===== src/rtl/gate_seq_pkg.sv =====
// Shared types and constants for the gate-network stimulus sequencer.
package gate_seq_pkg;

  typedef enum logic [1:0] {
    IDLE   = 2'd0,
    SETTLE = 2'd1,
    SAMPLE = 2'd2,
    DONE   = 2'd3
  } gate_seq_state_e;

  localparam int NUM_VEC   = 4;
  localparam int VEC_IDX_W = 2;
  localparam int ERR_W     = 3;

  // Mismatch counter increment that stops at NUM_VEC so the 3-bit count never wraps.
  function automatic logic [ERR_W-1:0] err_sat_inc(input logic [ERR_W-1:0] e);
    logic [ERR_W-1:0] r;
    if (e >= ERR_W'(NUM_VEC)) begin
      r = ERR_W'(NUM_VEC);
    end else begin
      r = e + 3'd1;
    end
    return r;
  endfunction

endpackage


===== src/rtl/gate_dut_sequencer_sync_2ff.sv =====
// Module sync_2ff: 1-bit two-flop synchronizer, asynchronous active-low reset to 0.
module sync_2ff (
  input  logic clk,
  input  logic rst_n,
  input  logic d,
  output logic q
);

  logic ff1_r;
  logic ff2_r;

  // Two-stage capture of the asynchronous input.
  always_ff @(posedge clk or negedge rst_n) begin
    if (!rst_n) begin
      ff1_r <= 1'b0;
      ff2_r <= 1'b0;
    end else begin
      ff1_r <= d;
      ff2_r <= ff1_r;
    end
  end

  assign q = ff2_r;

endmodule


===== src/rtl/gate_dut_sequencer.sv =====
// Steps a two-input gate network through all four vectors and checks out1 against EXPECT.
// Optional: GATE_SEQ_SYNC_IN_EN adds a two-flop synchronizer on dut_out and lengthens each window.
import gate_seq_pkg::*;

module gate_dut_sequencer #(
  parameter logic [NUM_VEC-1:0] EXPECT     = 4'b1111,
  parameter int                 SETTLE_CYC = 3,
  parameter int                 CNT_W      = 4
) (
  input  logic             clk,
  input  logic             rst_n,
  input  logic             start,
  input  logic             abort,
  input  logic             dut_out,
  output logic             dut_in1,
  output logic             dut_in2,
  output logic             busy,
  output logic             done,
  output logic             pass,
  output logic [ERR_W-1:0] err_cnt,
  output logic [NUM_VEC-1:0] fail_vec
);

  localparam int SETTLE_EFF = (SETTLE_CYC < 1) ? 1 : SETTLE_CYC;

  logic sample_s;

`ifdef GATE_SEQ_SYNC_IN_EN
  // Two extra window cycles let the synchronizer catch up with the new vector.
  localparam logic [CNT_W-1:0] CNT_LOAD = CNT_W'(SETTLE_EFF + 1);

  sync_2ff u_sync (
    .clk   (clk),
    .rst_n (rst_n),
    .d     (dut_out),
    .q     (sample_s)
  );
`else
  localparam logic [CNT_W-1:0] CNT_LOAD = CNT_W'(SETTLE_EFF - 1);

  assign sample_s = dut_out;
`endif

  gate_seq_state_e        state_r,    state_nx_s;
  logic [CNT_W-1:0]       cnt_r,      cnt_nx_s;
  logic [VEC_IDX_W-1:0]   idx_r,      idx_nx_s;
  logic [ERR_W-1:0]       err_r,      err_nx_s;
  logic [NUM_VEC-1:0]     fail_r,     fail_nx_s;
  logic                   pass_r,     pass_nx_s;
  logic                   done_r,     done_nx_s;
  logic                   busy_r,     busy_nx_s;

  // Next-state and next-output computation for the sequencing FSM.
  always_comb begin
    state_nx_s = state_r;
    cnt_nx_s   = cnt_r;
    idx_nx_s   = idx_r;
    err_nx_s   = err_r;
    fail_nx_s  = fail_r;
    pass_nx_s  = pass_r;
    done_nx_s  = 1'b0;
    busy_nx_s  = 1'b0;

    case (state_r)
      IDLE: begin
        if (start && !abort) begin
          state_nx_s = SETTLE;
          idx_nx_s   = 2'd0;
          cnt_nx_s   = CNT_LOAD;
          err_nx_s   = 3'd0;
          fail_nx_s  = 4'd0;
          pass_nx_s  = 1'b0;
        end else begin
          state_nx_s = IDLE;
        end
      end
      SETTLE: begin
        if (abort) begin
          state_nx_s = IDLE;
          idx_nx_s   = 2'd0;
          pass_nx_s  = 1'b0;
        end else if (cnt_r == {CNT_W{1'b0}}) begin
          state_nx_s = SAMPLE;
        end else begin
          cnt_nx_s = cnt_r - {{(CNT_W-1){1'b0}}, 1'b1};
        end
      end
      SAMPLE: begin
        if (abort) begin
          state_nx_s = IDLE;
          idx_nx_s   = 2'd0;
          pass_nx_s  = 1'b0;
        end else begin
          if (sample_s != EXPECT[idx_r]) begin
            err_nx_s         = err_sat_inc(err_r);
            fail_nx_s[idx_r] = 1'b1;
          end else begin
            err_nx_s = err_r;
          end
          // Last vector ends the run instead of wrapping the index.
          if (idx_r == VEC_IDX_W'(NUM_VEC - 1)) begin
            state_nx_s = DONE;
          end else begin
            state_nx_s = SETTLE;
            idx_nx_s   = idx_r + 2'd1;
            cnt_nx_s   = CNT_LOAD;
          end
        end
      end
      DONE: begin
        state_nx_s = IDLE;
        done_nx_s  = 1'b1;
        pass_nx_s  = (err_r == 3'd0);
      end
      default: begin
        state_nx_s = IDLE;
        idx_nx_s   = 2'd0;
      end
    endcase

    busy_nx_s = (state_nx_s == SETTLE) || (state_nx_s == SAMPLE);
  end

  // State and registered-output update.
  always_ff @(posedge clk or negedge rst_n) begin
    if (!rst_n) begin
      state_r <= IDLE;
      cnt_r   <= {CNT_W{1'b0}};
      idx_r   <= 2'd0;
      err_r   <= 3'd0;
      fail_r  <= 4'd0;
      pass_r  <= 1'b0;
      done_r  <= 1'b0;
      busy_r  <= 1'b0;
    end else begin
      state_r <= state_nx_s;
      cnt_r   <= cnt_nx_s;
      idx_r   <= idx_nx_s;
      err_r   <= err_nx_s;
      fail_r  <= fail_nx_s;
      pass_r  <= pass_nx_s;
      done_r  <= done_nx_s;
      busy_r  <= busy_nx_s;
    end
  end

  assign dut_in1  = idx_r[1];
  assign dut_in2  = idx_r[0];
  assign busy     = busy_r;
  assign done     = done_r;
  assign pass     = pass_r;
  assign err_cnt  = err_r;
  assign fail_vec = fail_r;

endmodule


===== config.mk =====
export PLATFORM = sky130hd
export DESIGN_NAME = gate_dut_sequencer
export DESIGN_NICKNAME = d
export VERILOG_FILES = /design/src/rtl/gate_seq_pkg.sv /design/src/rtl/gate_dut_sequencer_sync_2ff.sv /design/src/rtl/gate_dut_sequencer.sv
export SDC_FILE = /design/constraint.sdc
export NUM_CORES = 1
export LEC_CHECK = 0
export CORE_MARGIN = 2
export CORE_UTILIZATION = 45
export DETAILED_ROUTE_END_ITERATION = 7
export PLACE_DENSITY = 0.69
export SETUP_SLACK_MARGIN = 0.05
export SLEW_MARGIN = 15
export SYNTH_ARGS = -nofsm -noshare
export SYNTH_HDL_FRONTEND = slang
export SYNTH_HIERARCHICAL = 1
export SYNTH_SLANG_ARGS = --single-unit

===== constraint.sdc =====
create_clock -name clk -period 5 [get_ports clk]
set_input_delay 1.5 -clock clk [delete_from_list [all_inputs] [get_ports clk]]
set_output_delay 1.5 -clock clk [all_outputs]
set_load 0.005 [all_outputs]

-- Word-level counts from Yosys, hierarchy flattened
Cells that the tools add are included.
- bits in latches: 0
- memories: 0
- bits in writable memories: 0
- register bits after elaboration: 18
- bits of input ports: 5
- output and inout port bits: 12
- logic and storage cells: 79
- ROM bits: 0
- add/sub/neg operators: 3
- multiplexer cells: 34
- shifts and indexed selects: 0
- reduce and logical (&&, ||, !) cells: 14
- eq/ne operators: 16
- divide/modulo/power cells: 0
- $mul: 0
- bitwise gates (word level): 1
- $lt $le $gt $ge: 3
- operator list (cell ; count):
    2-to-1 mux 4 bit ; 8
    2-to-1 mux 2 bit ; 8
    != test 2 bit (second input constant) ; 7
    2-to-1 mux 3 bit ; 4
    case mux 4 bit (3 select lines) ; 1
    == test 2 bit (second input constant) ; 4
    case mux 2 bit (4 select lines) ; 1
    case mux 4 bit (2 select lines) ; 1
    AND reduction 4 bit ; 2
    2-to-1 mux 1 bit ; 6
    case mux 2 bit (3 select lines) ; 1
    case mux 3 bit (2 select lines) ; 1
    AND reduction 6 bit ; 1
    == test 2 x 1 -> 1 bit (second input constant) ; 2
    zero test 4 bit ; 1
    OR 4 bit ; 1
    subtractor 4 x 1 -> 4 bit (second input constant) ; 1
    adder 3 x 1 -> 3 bit (second input constant) ; 1
    greater-or-equal comparator 3 bit (second input constant) ; 1
    zero test 3 bit ; 1
    less-than comparator 2 x 3 -> 1 bit (second input constant) ; 1
    != test 3 bit (second input constant) ; 1
    case mux 1 bit (3 select lines) ; 1
    nonzero test 3 bit ; 1
    13 further kinds ; 14

-- Depth between registers and ports, before layout
Gate-level depths: netlist (run 1).
- depth in word-level cells: 8
- mapped depth: 7
- depth with buffers taken out: 6

-- Worst setup path before layout (run 1)
OpenSTA, ideal clock, no wires.
- kind: input to register
- start: input port abort
- end: register busy_r (netlist: busy)
- arrival: 2.526 ns
- path slack: 2.349 ns
- buffers on the path: 0
- required time: 4.875 ns
- setup time: 0.125 ns
- cell stages on the path: 4
- path through: and2b_4 -> a21oi_2 -> a2111oi_4 -> mux2_2
- elaborated cells on any way between the ends: 9
- those cells by class: 2 x eq/ne; 4 x mux; 3 x reduce/logical
- RTL lines (item ; line ; RTL):
    start, declared ; gate_dut_sequencer.sv:13 ; input logic abort,
    2-to-1 mux 2 bit, on equally long branches ; gate_dut_sequencer.sv:89, gate_dut_sequencer.sv:78 ;
    case mux 2 bit (4 select lines) * ; gate_dut_sequencer.sv:64 ; case (state_r)
    net state_nx_s[1] ; gate_dut_sequencer.sv:44 ; gate_seq_state_e state_r, state_nx_s;
    == test 2 x 1 -> 1 bit or == test 2 bit (tied branches) ; gate_dut_sequencer.sv:121 ; busy_nx_s = (state_nx_s == SETTLE) || (state_nx_s == SAMPLE);
    logical OR 1 bit * ; gate_dut_sequencer.sv:121 ;
    net busy_nx_s ; gate_dut_sequencer.sv:51 ; logic busy_r, busy_nx_s;
    end signal, assigned ; gate_dut_sequencer.sv:143 ; busy_r <= busy_nx_s;
    end, declared ; gate_dut_sequencer.sv:51 ;
Mark *: on every way through the listed nets, which the timed path passes. The rest lies on a longest branch.
A chain may end at the register's enable or synchronous reset.

-- Worst setup path in the final report (run 1)
Same ends and word-level chain as after synthesis.

==> flow_summary.yaml, run 1 <==
status:
  status: "complete, no violations"
cts:
  path_clk_slew_ns: 0.09
  cts_resized: 0
  ctsLongestPathBuffers: 2
  numCtsBuffers: 3
  cts_tree: "done"
  clk_latency_ns: 0.29
  htreeDepth: 1
  clock-sinks: 18
  hold_buffers: 0
  root_buffer: "clkbuf_4"
  cts_setup_buffers: 0
logic_synthesis:
  synth-async-reset-ratio_pct: 100
  syn_area_um2: 1070
  synth_top_area_share_pct: 42.1
  yosys_warnings: 6
  synth_top_area_cell: "dfrtp_1"
  netlist_instances: 98
  ys_top_cells_by_area: "dfrtp_1 (42%), ha_1 (15%), a21oi_1 (4.7%)"
  synth_commonest_cells: "dfrtp_1 (18), ha_1 (13), inv_1 (12), a21oi_1 (10), nor2_1 (7)"
  synth.distinct_cells: 32
  synth_edf_count: 0
  ys.flop_type: "dfrtp_1"
  seq_area_frac_synth_pct: 42.1
  syn_avg_cell_area_um2: 10.9
  syn_nets: 116
  ys_seq_elements: 18
  synth.most_common_cell: "dfrtp_1"
run:
  max_cap_viol_count: 0
floorplan:
  die_w_um: 52.8
  dieArea_um2: 2790
  rows: 17
  start_util_pct: 48.0
  placeableCoreArea_um2: 2230
  die_y_um: 52.8
  io_pins: 17
setup_path:
  critPathLaunchType: "input pin"
  required_ns: 5.19
  cp-end-kind: "register"
  max_stage_delay_ns: 0.62
  setup.worst_path.start: "abort"
  r2r-start: "state_r[0]"
  path_cells: "clkdlybuf4s50_1 -> and2b_4 -> a21oi_2 -> a2111oi_4 -> mux2_2"
  cp_slowest_cell: "clkdlybuf4s50_1"
  critPathKind: "input pin to register"
  path_max_fanout: 12
  cp_data_arrival_time_ns: 3.32
worst_hold_path:
  hold_path_class: "register to register"
  min_from: "fail_vec[2]"
route:
  first_pass_iters: 5
  ant_nets: 0
  avgRoutedWirePerCell_um: 13.9
  drtIter0Drc: 16
  drc_errors: 0
  totalWireLength_um: 1980
  vias_per_cell: 5.43
  vias: 777
timing:
  fin_crit_ns: 3.14
  setup_viol: 0
  post-route-period-util_pct: 62.7
  worst_slew_pin_slew_ns: 0.801
  finClkSkew_ns: 0.00266
  rsz0062_at_grt: "no"
  maxSlewViolCount: 0
  relSlewSlack_pct: 46.5
  tns_ns: 0
  fin_ws_ns: 1.86
  fmax_mhz: 319
  hold_viol_final: 0
layout:
  fin_util_pct: 57.0
  antennaDiodeCount: 0
  area_growth_pct: 18.8
  design_area_um2: 1270
  drive_gt1_share_pct: 10.4
  n_fill_cell: 206
  nets: 135
grt:
  antenna_found_initial: 0
  grt_pass1_vias: 772
  grt_max_degree: 19
  grt_pass1_wl_um: 3280
  grt-ovfl-total: 0
  grt_use_total_pct: 16.3
placed_design:
  portBuffers: 16
  pre_cts_slack_ns: 1.55
  place_area_um2: 1250
  gp_congestion: 0.780
  dp_hpwl_um: 1540
power_and_ir_drop:
  power_density_nw_per_um2: 361
  power_uw: 459
  peakVddDrop_mv: 0.181
  p_leak_uw: 0.000582
==> cells in the final DEF, fill, tap and decap left out, types with 2 or more instances in the layout <==
cell type / count
a21oi_1: 10
clkbuf_4: 3
clkdlybuf4s50_1: 16
nor2_1: 7
mux2i_1: 4
inv_1: 12
o21ai_0: 3
nor2b_1: 3
nor3_1: 2
nand2_1: 2
ha_1: 13
a41o_1: 3
dfrtp_1: 18
==> final timing paths <==
| check | endpoint | slack, ns | cells past startpoint |
|---|---|---|---|
| setup / recovery | busy | 1.86 | 5 |
| hold / removal | fail_vec[2] | 0.52 | 2 |
| setup reg to reg | busy | 2.94 | 6 |
| hold reg to reg | fail_vec[2] | 0.52 | 2 |
| max in group asynchronous | cnt_r[2] | 2.84 | 1 |
| min in group asynchronous | err_cnt[0] | 1.67 | 1 |
==> cells by family (layout without fill, tap and decap cells) <==
family,after synthesis,count (layout),share of synthesized area [%]
mux,5,5,4.79
compound gates,27,27,20.9
fa+ha+maj,13,13,15.2
simple gates,21,21,11.3
buf+inv,14,31,5.72
flops,18,18,42.1
==> flip-flops by register name (all words and copies together) (netlist names) <==
name      count
done          1
busy          1
idx_r         2
state_r       2
fail_vec      4
pass          1
err_cnt       3
cnt_r         4
==> metrics by stage <==
stage          hold slack [ns]  std cells
4_1_cts                  0.516        143
2_1_floorplan            0.486         98
3_3_place_gp             0.476        140
5_1_grt                  0.546        143
6_report                 0.516        143
3_5_place_dp             0.493        140
==> metal layers <==
metal,vias to the layer above,part of all wire (%),track usage [%]
li1,381,-,-
met1,379,46,19.0
met2,13,48,27.7
met3,4,4.5,3.14
met4,0,1.4,9.40
met5,-,0,0
==> critical path, delay by kind of cell <==
kind,cells,cell delay [ns]
multiplexers,1,0.37
buffers and inverters,1,0.62
AND/OR/NAND/NOR,1,0.39
AO/OA/AOI/OAI,2,0.44
==> power by group <==
| group | internal [uW] | switching (uW) | leakage [uW] |
|---|---|---|---|
| Clock | 28.0 | 42.3 | 0.0000138 |
| Sequential | 170 | 22.5 | 0.000241 |
| Combinational | 91.7 | 105 | 0.000327 |
| Total | 290 | 169 | 0.000582 |
==> final cells by class <==
cell class              instances  area (um2)  share of cell area [%]
flip-flops and latches         18         450                    35.4
repair buffers                 16         160                    12.6
multi-input cells              66         559                    44.0
clock buffers                   3        22.5                    1.77
inverters                      12        45.0                    3.54
well taps                      28        35.0                    2.75
Power figures use the tool's default switching activity.
==> run 2: changes to the inputs <==
==> constraint.sdc (replaced) <==
create_clock -name clk -period 2.89 [get_ports clk]
set_input_delay 0.867 -clock clk [delete_from_list [all_inputs] [get_ports clk]]
set_output_delay 0.867 -clock clk [all_outputs]
set_load 0.005 [all_outputs]
==> run 2 against run 1 <==
Compared with the run above:
- first-iteration DRC count down 25%
- clock skew up 0.0074 ns
- core utilization up 0.34 points
- sequential share of layout area down 0.21 points
- power up 73%
- register-to-register slack worse by 2.2 ns
- cell area up 0.59%
- critical path depth unchanged
- sequential power up 72%
- non-clock buffer count up 1
==> flow_summary.yaml, run 2 (same netlist as run 1, synthesis figures left out) <==
route:
  drtIter0Drc: 12
  avgRoutedWirePerCell_um: 13.9
  ant_nets: 0
  vias_per_cell: 5.28
  vias: 761
  drc_errors: 0
  totalWireLength_um: 2010
  first_pass_iters: 4
floorplan:
  die_y_um: 52.8
  dieArea_um2: 2790
  io_pins: 17
  start_util_pct: 48.0
  die_w_um: 52.8
  placeableCoreArea_um2: 2230
  rows: 17
setup_path:
  r2r_slack_ns: 0.79
  path_cells: "clkdlybuf4s50_1 -> and2b_4 -> a21oi_2 -> a2111oi_4 -> mux2_2"
  cp_data_arrival_time_ns: 2.52
  cp-end-kind: "register"
  required_ns: 3.07
  critPathKind: "input pin to register"
  cp_slowest_cell: "clkdlybuf4s50_1"
  path_max_fanout: 6
  critPathLaunchType: "input pin"
  max_stage_delay_ns: 0.49
power_and_ir_drop:
  power_density_nw_per_um2: 621
  p_leak_uw: 0.000587
  peakVddDrop_mv: 0.392
grt:
  antenna_found_initial: 0
  grt_max_degree: 19
  grt_pass1_wl_um: 3380
  grt_use_total_pct: 17.0
  grt_pass1_vias: 750
  grt-ovfl-total: 0
worst_hold_path:
  hold_path_class: "register to register"
placed_design:
  portBuffers: 16
  place_area_um2: 1260
  gp_congestion: 0.750
  dp_hpwl_um: 1560
cts:
  clk_latency_ns: 0.29
  hold_buffers: 0
  cts_tree: "done"
  cts_resized: 0
  path_clk_slew_ns: 0.10
  numCtsBuffers: 3
  cts_setup_buffers: 0
  root_buffer: "clkbuf_4"
  clock-sinks: 18
  ctsLongestPathBuffers: 2
  htreeDepth: 1
status:
  status: "complete, no violations"
timing:
  fmax_mhz: 427
  finClkSkew_ns: 0.0101
  worst_slew_pin_slew_ns: 0.797
  rsz0062_at_grt: "no"
  maxSlewViolCount: 0
  hold_viol_final: 0
  post-route-period-util_pct: 81.0
  setup_viol: 0
  relSlewSlack_pct: 46.7
  fin_crit_ns: 2.34
  tns_ns: 0
layout:
  layout_common_cells: "dfrtp_1 (18), clkdlybuf4s50_1 (16), ha_1 (13)"
  area_growth_pct: 19.5
  multi_input_area_um2: 559
  layout_commonest_cell: "dfrtp_1"
  drive_gt1_share_pct: 11.2
  design_area_um2: 1280
  n_fill_cell: 196
  nets: 136
  antennaDiodeCount: 0
  regArea_um2: 450
run:
  max_cap_viol_count: 0
==> run 2: changes by cell type in the layout (fill, tap and decap cells not counted), sizes merged <==
cell	delta
buf	+1
==> run 2: path summary, 6_finish.rpt <==
path,cells after the start,startpoint,end
max in group asynchronous,1,rst_n,cnt_r[2]
max reg2reg,6,state_r[0],busy
min in group asynchronous,1,rst_n,fail_vec[3]
min,2,fail_vec[2],fail_vec[2]
min reg2reg,2,fail_vec[2],fail_vec[2]
max,5,abort,busy
==> run 2: per-stage QoR <==
| step | worst slack [ns] | hold WS, ns | cells | power, uW | utilization (%) |
|---|---|---|---|---|---|
| CTS | 0.575 | 0.513 | 144 | 805 | 57.3 |
| global route | 0.513 | 0.528 | 144 | 855 | 57.3 |
| global placement | 0.296 | 0.477 | 141 | 663 | 56.3 |
| floorplan | 0.872 | 0.486 | 98 | 578 | - |
| detailed placement | 0.256 | 0.487 | 141 | 680 | 56.3 |
| finish | 0.550 | 0.513 | 144 | 794 | 57.3 |
==> run 2: power by group <==
part           leakage (uW)  switching [uW]  internal (uW)
Clock             0.0000138            72.4           48.4
Combinational      0.000332             183            160
Sequential         0.000241            37.3            294
==> run 2: final cells by class <==
| cell class | instances | area share, % |
|---|---|---|
| inverter | 12 | 3.52 |
| tap | 28 | 2.74 |
| timing repair buffer | 17 | 13.1 |
| multi-input combinational | 66 | 43.7 |
| sequential | 18 | 35.2 |
| clock buffer | 3 | 1.76 |
==> run 2: worst max-delay path: cells and delay by family <==
kind	cells	cell delay [ns]
buffers and inverters	1	0.49
AND/OR/NAND/NOR	1	0.32
multiplexers	1	0.37
AO/OA/AOI/OAI	2	0.46
==> run 2: routing by layer <==
layer	up-vias	GRT usage, %	wire length [um]	part of all wire (%)
li1	380	-	-	-
met4	0	8.97	31	1.5
met1	365	20.8	930	46
met5	-	0	0	0
met2	12	28.3	975	49
met3	4	2.86	68	3.4
